$ cat src/rtl/dct_pkg.sv
// Shared constants for the 8-point integer DCT blocks: widths, FSM states, coefficient table.
// Row k of DCT8_ROWS holds C[k][0..7], with C[k][0] in the most significant byte.
package dct_pkg;

  localparam int DW    = 25;
  localparam int ACC_W = 37;
  localparam int SH_W  = 4;
  localparam int CW    = 8;

  typedef enum logic [1:0] {
    LOAD = 2'd0,
    CALC = 2'd1,
    OUT  = 2'd2
  } dct_state_t;

  localparam logic [63:0] DCT8_ROWS [8] = '{
    {8{8'sd64}},
    {8'sd89, 8'sd75, 8'sd50, 8'sd18, -8'sd18, -8'sd50, -8'sd75, -8'sd89},
    {8'sd83, 8'sd36, -8'sd36, -8'sd83, -8'sd83, -8'sd36, 8'sd36, 8'sd83},
    {8'sd75, -8'sd18, -8'sd89, -8'sd50, 8'sd50, 8'sd89, 8'sd18, -8'sd75},
    {8'sd64, -8'sd64, -8'sd64, 8'sd64, 8'sd64, -8'sd64, -8'sd64, 8'sd64},
    {8'sd50, -8'sd89, 8'sd18, 8'sd75, -8'sd75, -8'sd18, 8'sd89, -8'sd50},
    {8'sd36, -8'sd83, 8'sd83, -8'sd36, -8'sd36, 8'sd83, -8'sd83, 8'sd36},
    {8'sd18, -8'sd50, 8'sd75, -8'sd89, 8'sd89, -8'sd75, 8'sd50, -8'sd18}
  };

  // Byte ~c counted from the LSB is column c counted from the MSB.
  function automatic logic signed [CW-1:0] dct8_coef(input logic [2:0] k, input logic [2:0] c);
    logic [63:0] row;
    row = DCT8_ROWS[k];
    return $signed(row[{~c, 3'b000} +: CW]);
  endfunction

endpackage

$ cat src/rtl/dct8_coef_rom.sv
// Combinational forward-DCT coefficient lookup C[k][c]; zero latency, no flow control.
module dct8_coef_rom
  import dct_pkg::*;
(
  input  logic [2:0]           k,
  input  logic [2:0]           c,
  output logic signed [CW-1:0] coef
);

  assign coef = dct8_coef(k, c);

endmodule

$ cat src/rtl/dct8_serial_fwd.sv
// Serial 8-point forward DCT: loads 8 samples, then one MAC per cycle per coefficient.
// First y[k] valid 8 cycles after the 8th sample; each y[k] is held until out_ready.
module dct8_serial_fwd
  import dct_pkg::*;
(
  input  logic                   clk,
  input  logic                   reset,
  input  logic signed [DW-1:0]   d_in,
  input  logic                   in_valid,
  output logic                   in_ready,
  input  logic signed [DW-1:0]   add,
  input  logic [SH_W-1:0]        shift,
  output logic signed [DW-1:0]   d_out,
  output logic [2:0]             out_index,
  output logic                   out_valid,
  input  logic                   out_ready
);

  dct_state_t              state, state_nxt;
  logic [2:0]              n, k, c;
  logic signed [DW-1:0]    xbuf [8];
  logic signed [ACC_W-1:0] acc;
  logic signed [DW-1:0]    add_cap;
  logic [SH_W-1:0]         shift_cap;

  logic                    in_fire, out_fire;
  logic signed [CW-1:0]    coef;
  logic signed [DW-1:0]    x_sel;
  logic signed [ACC_W-1:0] x_ext, c_ext, a_ext, prod, mac, sum, shifted;

  assign in_ready  = (state == LOAD);
  assign out_valid = (state == OUT);
  assign in_fire   = in_valid && in_ready;
  assign out_fire  = out_valid && out_ready;

  dct8_coef_rom u_rom (
    .k    (k),
    .c    (c),
    .coef (coef)
  );

  // Operands are widened before the multiply so the product and sums stay in 37 bits.
  assign x_sel   = xbuf[c];
  assign x_ext   = {{(ACC_W-DW){x_sel[DW-1]}}, x_sel};
  assign c_ext   = {{(ACC_W-CW){coef[CW-1]}}, coef};
  assign a_ext   = {{(ACC_W-DW){add_cap[DW-1]}}, add_cap};
  assign prod    = x_ext * c_ext;
  assign mac     = acc + prod;
  assign sum     = mac + a_ext;
  assign shifted = sum >>> shift_cap;

  always_ff @(posedge clk or posedge reset) begin
    if (reset) state <= LOAD;
    else       state <= state_nxt;
  end

  always_comb begin
    state_nxt = state;
    case (state)
      LOAD: if (in_fire && n == 3'd7) state_nxt = CALC;
      CALC: if (c == 3'd7) state_nxt = OUT;
      OUT:  if (out_fire) state_nxt = (k == 3'd7) ? LOAD : CALC;
      default: state_nxt = LOAD;
    endcase
  end

  always_ff @(posedge clk or posedge reset) begin
    if (reset) begin
      n         <= '0;
      k         <= '0;
      c         <= '0;
      acc       <= '0;
      add_cap   <= '0;
      shift_cap <= '0;
      d_out     <= '0;
      out_index <= '0;
      for (int i = 0; i < 8; i++) xbuf[i] <= '0;
    end else begin
      case (state)
        LOAD: begin
          if (in_fire) begin
            xbuf[n] <= d_in;
            n       <= n + 3'd1;
            if (n == 3'd0) begin
              add_cap   <= add;
              shift_cap <= shift;
            end
            if (n == 3'd7) begin
              k   <= '0;
              c   <= '0;
              acc <= '0;
            end
          end
        end
        CALC: begin
          if (c == 3'd7) begin
            d_out     <= shifted[DW-1:0];
            out_index <= k;
            c         <= '0;
          end else begin
            acc <= mac;
            c   <= c + 3'd1;
          end
        end
        OUT: begin
          if (out_fire) begin
            acc <= '0;
            k   <= k + 3'd1;
          end
        end
        default: ;
      endcase
    end
  end

endmodule

$ cat config.mk
export PLATFORM = sky130hd
export DESIGN_NAME = dct8_serial_fwd
export DESIGN_NICKNAME = d
export VERILOG_FILES = /design/src/rtl/dct_pkg.sv /design/src/rtl/dct8_coef_rom.sv /design/src/rtl/dct8_serial_fwd.sv
export SDC_FILE = /design/constraint.sdc
export NUM_CORES = 1
export LEC_CHECK = 0
export ABC_AREA = 1
export BUFFER_PORTS_ARGS = -buffer_cell sky130_fd_sc_hd__buf_2
export CAP_MARGIN = 20
export CORE_MARGIN = 1
export CORE_UTILIZATION = 59
export CTS_BUF_LIST = sky130_fd_sc_hd__clkbuf_4 sky130_fd_sc_hd__clkbuf_8 sky130_fd_sc_hd__clkbuf_16
export DETAILED_ROUTE_END_ITERATION = 10
export PLACE_DENSITY = 0.84
export SLEW_MARGIN = 20
export SYNTH_ARGS = -nofsm -noshare
export SYNTH_HDL_FRONTEND = slang
export SYNTH_SLANG_ARGS = --single-unit
export TNS_END_PERCENT = 30
$ cat constraint.sdc
create_clock -name clk -period 16.2 [get_ports clk]
set_input_delay 3.24 -clock clk [delete_from_list [all_inputs] [get_ports clk]]
set_output_delay 3.24 -clock clk [all_outputs]
set_load 0.02 [all_outputs]
==> out/results.ini <==
[worst_setup_path]
cp_common_cell = nand2_1
cpLargestDelayFamily = adder cells
reg2reg_slack_ns = 5.57
critPathKind = flip-flop to flip-flop
crit_required_ns = 16.64
start_kind = flip-flop
worstPathArrival_ns = 11.07
startpoint = c[1]$_DFFE_PP0P_
endpoint_kind = flip-flop
critPathMaxStageDelay_ns = 0.82
r2r_cells = 42
r2r_start = c[1]$_DFFE_PP0P_
critPathBufInv = 9
path_max_fanout = 68
critPathSlowestCell = dfrtp_1
reg2reg_to = d_out[20]$_DFFE_PP0P_

[sta]
final.min_clock_period_ns = 10.63
skew_ns = 0.01845
maxSlewViolCount = 0
min_period_over_period = 0.6563
finalSetupViolations = 0
maxClockFrequency_mhz = 94.06
tightest_slew_ns = 1.174
rsz0062_at_grt = false
tns_ns = 0
timing.hold.ws_ns = 0.4726
relSlewSlack = 0.2089
hold_viol = 0

[routing]
drc = 0
routed_wl_um = 72610
drt_iter0_drc = 2787
firstDrtPassIters = 7
drtAntennaViolNets = 0
routedWlPerCell_um = 17.90
vias_per_cell = 5.818
dr_total_vias = 23600

[yosys]
synth_seq_cells = 305
yosys.area.top_type = dfrtp_1
synthCells = 3440
synthFlopType = dfrtp_1
ys_warn_count = 0
async_flop_share = 1.000
ys_seq_area_frac = 0.2925
synth_edf_count = 0
yosys.area.top_type_share = 0.2925
ys_top_cells_by_area = dfrtp_1 (29%), fa_1 (16%), nand2_1 (14%), inv_1 (6.6%), ha_1 (6.1%)
syn-num-nets = 3835
syn_area_um2 = 26100
syn_area_per_cell_um2 = 7.586
yosys.cell_types.count = 53

[cells_and_area]
area_growth_pct = 7.772
nNetsFinal = 3841
fill_cells = 3691
n_antenna_cell = 0
drive_above_1_share = 0.08295

[die]
die_height_um = 212.3
coreArea_um2 = 43360
die_width_um = 212.3
initial_core_util = 0.6018
fp.dieArea_um2 = 45080
rows = 76
ios = 88

[worst_hold_path]
worstHoldEndpoint = d_out[8]$_DFFE_PP0P_
hold_class = flip-flop to flip-flop
hp-start = d_out[8]$_DFFE_PP0P_
whs_path_depth = 2

[cts]
clock-root-buffer = clkbuf_16
clkTransAtPathRegs_ns = 0.06
cts_hold_buffers = 0
numCtsBuffers = 36
clock-sinks = 305
htreeDepth = 2
cts_tree = built
clock_latency_ns = 0.57
cts.repair.resized = 0
cts_buffer_depth = 3
post-cts-setup-buffer-count = 0

[outcome]
status = completed

[global_routing]
antenna_found_initial = 0
grt_overflow = 0
grt_pass1_wl_um = 117700
grt.total_usage = 0.3334
grt_max_degree = 170
grt_pass1_vias = 22540

[placement]
port_buffers = 87
hpwl_um = 52900
gp_congestion = 1.026

[flow_run]
maxCapViolCount = 0

## tightest hold or removal path: cells and delay by family, from the launching register on
family           cells  cell delay (ns)
flip-flops           1             0.34
AND/OR/NAND/NOR      2             0.10
## routing by layer
| metal | share of wire | vias to the layer above | global-route usage |
|---|---|---|---|
| li1 | - | 10960 | - |
| met1 | 0.41 | 11280 | 0.4651 |
| met2 | 0.45 | 1176 | 0.5198 |
| met3 | 0.095 | 190 | 0.06145 |
| met4 | 0.037 | 0 | 0.1243 |
| met5 | 0 | - | 0 |
## state kept, by name, summed over array words and instances (netlist names)
| register | cells |
|---|---|
| acc | 37 |
| add_cap | 25 |
| c | 3 |
| d_out | 25 |
| k | 3 |
| n | 3 |
| out_index | 3 |
| shift_cap | 4 |
| state | 2 |
| xbuf | 200 |
## cell usage in the layout (no fill, tap or decap), types with 5 or more instances in the layout
cell | netlist | final
buf_2 | 41 | 87
nor2_1 | 284 | 282
a32o_1 | 42 | 42
o22ai_1 | 8 | 8
a21oi_1 | 170 | 170
inv_2 | 9 | 10
clkbuf_8 | 0 | 9
nor4_1 | 5 | 5
a21oi_2 | 6 | 6
clkinv_2 | 0 | 6
inv_1 | 460 | 456
buf_4 | 4 | 24
nor2_2 | 7 | 8
a21o_1 | 6 | 6
o21ai_1 | 7 | 14
mux2_2 | 24 | 24
o211ai_1 | 13 | 13
nand4_1 | 19 | 19
fa_1 | 209 | 209
nand2_2 | 21 | 21
o21ai_0 | 253 | 246
clkbuf_16 | 0 | 36
ha_1 | 128 | 128
xor2_1 | 26 | 26
o221ai_1 | 6 | 6
a31oi_1 | 7 | 7
or2_2 | 7 | 7
nand2_1 | 947 | 947
nor3_1 | 8 | 6
dfrtp_1 | 305 | 303
and2_1 | 5 | 5
nor3_2 | 4 | 6
xnor2_1 | 18 | 18
nand3_2 | 13 | 14
nand3_1 | 249 | 248
## logic make-up after synthesis
kind of cell | after synthesis | synth area share
xor+xnor | 45 | 0.01539
flops | 305 | 0.2925
fa+ha+maj | 337 | 0.2217
buf+inv | 614 | 0.09100
simple gates | 1578 | 0.2510
compound gates | 537 | 0.1180
mux | 24 | 0.01036
## area by class of cell
class	count	area, um2	area share
multi-input combinational	2521	16110	0.5730
clock inverter	15	176.4	0.006273
inverter	470	1774	0.06308
sequential	305	7637	0.2716
timing repair buffer	112	635.6	0.02260
clock buffer	49	1055	0.03750
tap	585	732.0	0.02603
## stage by stage
stage            util  std cells  instance area, um2  worst slack, ns
2_1_floorplan       -       3440               26100            4.529
3_3_place_gp   0.6201       3993               26890            6.050
3_5_place_dp   0.6201       3993               26890            5.842
4_1_cts        0.6485       4057               28120            5.836
5_1_grt        0.6486       4057               28120            4.950
6_report       0.6486       4057               28120            5.568
## worst max-delay path by stage
| stage | cells past startpoint | endpoint |
|---|---|---|
| floorplan | 1 | acc[0]$_DFFE_PP0P_ |
| finish | 42 | d_out[20]$_DFFE_PP0P_ |
| detailed placement | 42 | d_out[20]$_DFFE_PP0P_ |
| CTS | 42 | d_out[20]$_DFFE_PP0P_ |
| global placement | 44 | d_out[24]$_DFFE_PP0P_ |
| global route | 44 | d_out[24]$_DFFE_PP0P_ |
## Yosys cell counts, types with 4 or more instances
library cell,n
nand3_1,249
buf_4,4
a32o_1,42
fa_1,209
o221ai_1,6
dfrtp_1,305
buf_1,16
nor2_1,284
or2_2,7
o21ai_0,253
nand3_2,13
nor3_1,8
nand4_1,19
nor3_2,4
a21oi_1,170
o211ai_1,13
buf_2,41
mux2_2,24
and2_1,5
xor2_1,26
nor2_2,7
o22ai_1,8
xnor2_1,18
inv_1,460
nand2_1,947
a21oi_2,6
o21ai_1,7
inv_2,9
clkbuf_1,82
a31oi_1,7
ha_1,128
nand2_2,21
a21o_1,6
nor4_1,5
Power is left out: the tool's default activity adds up to more than one toggle a clock period on the data nets, which glitch-free logic cannot reach.
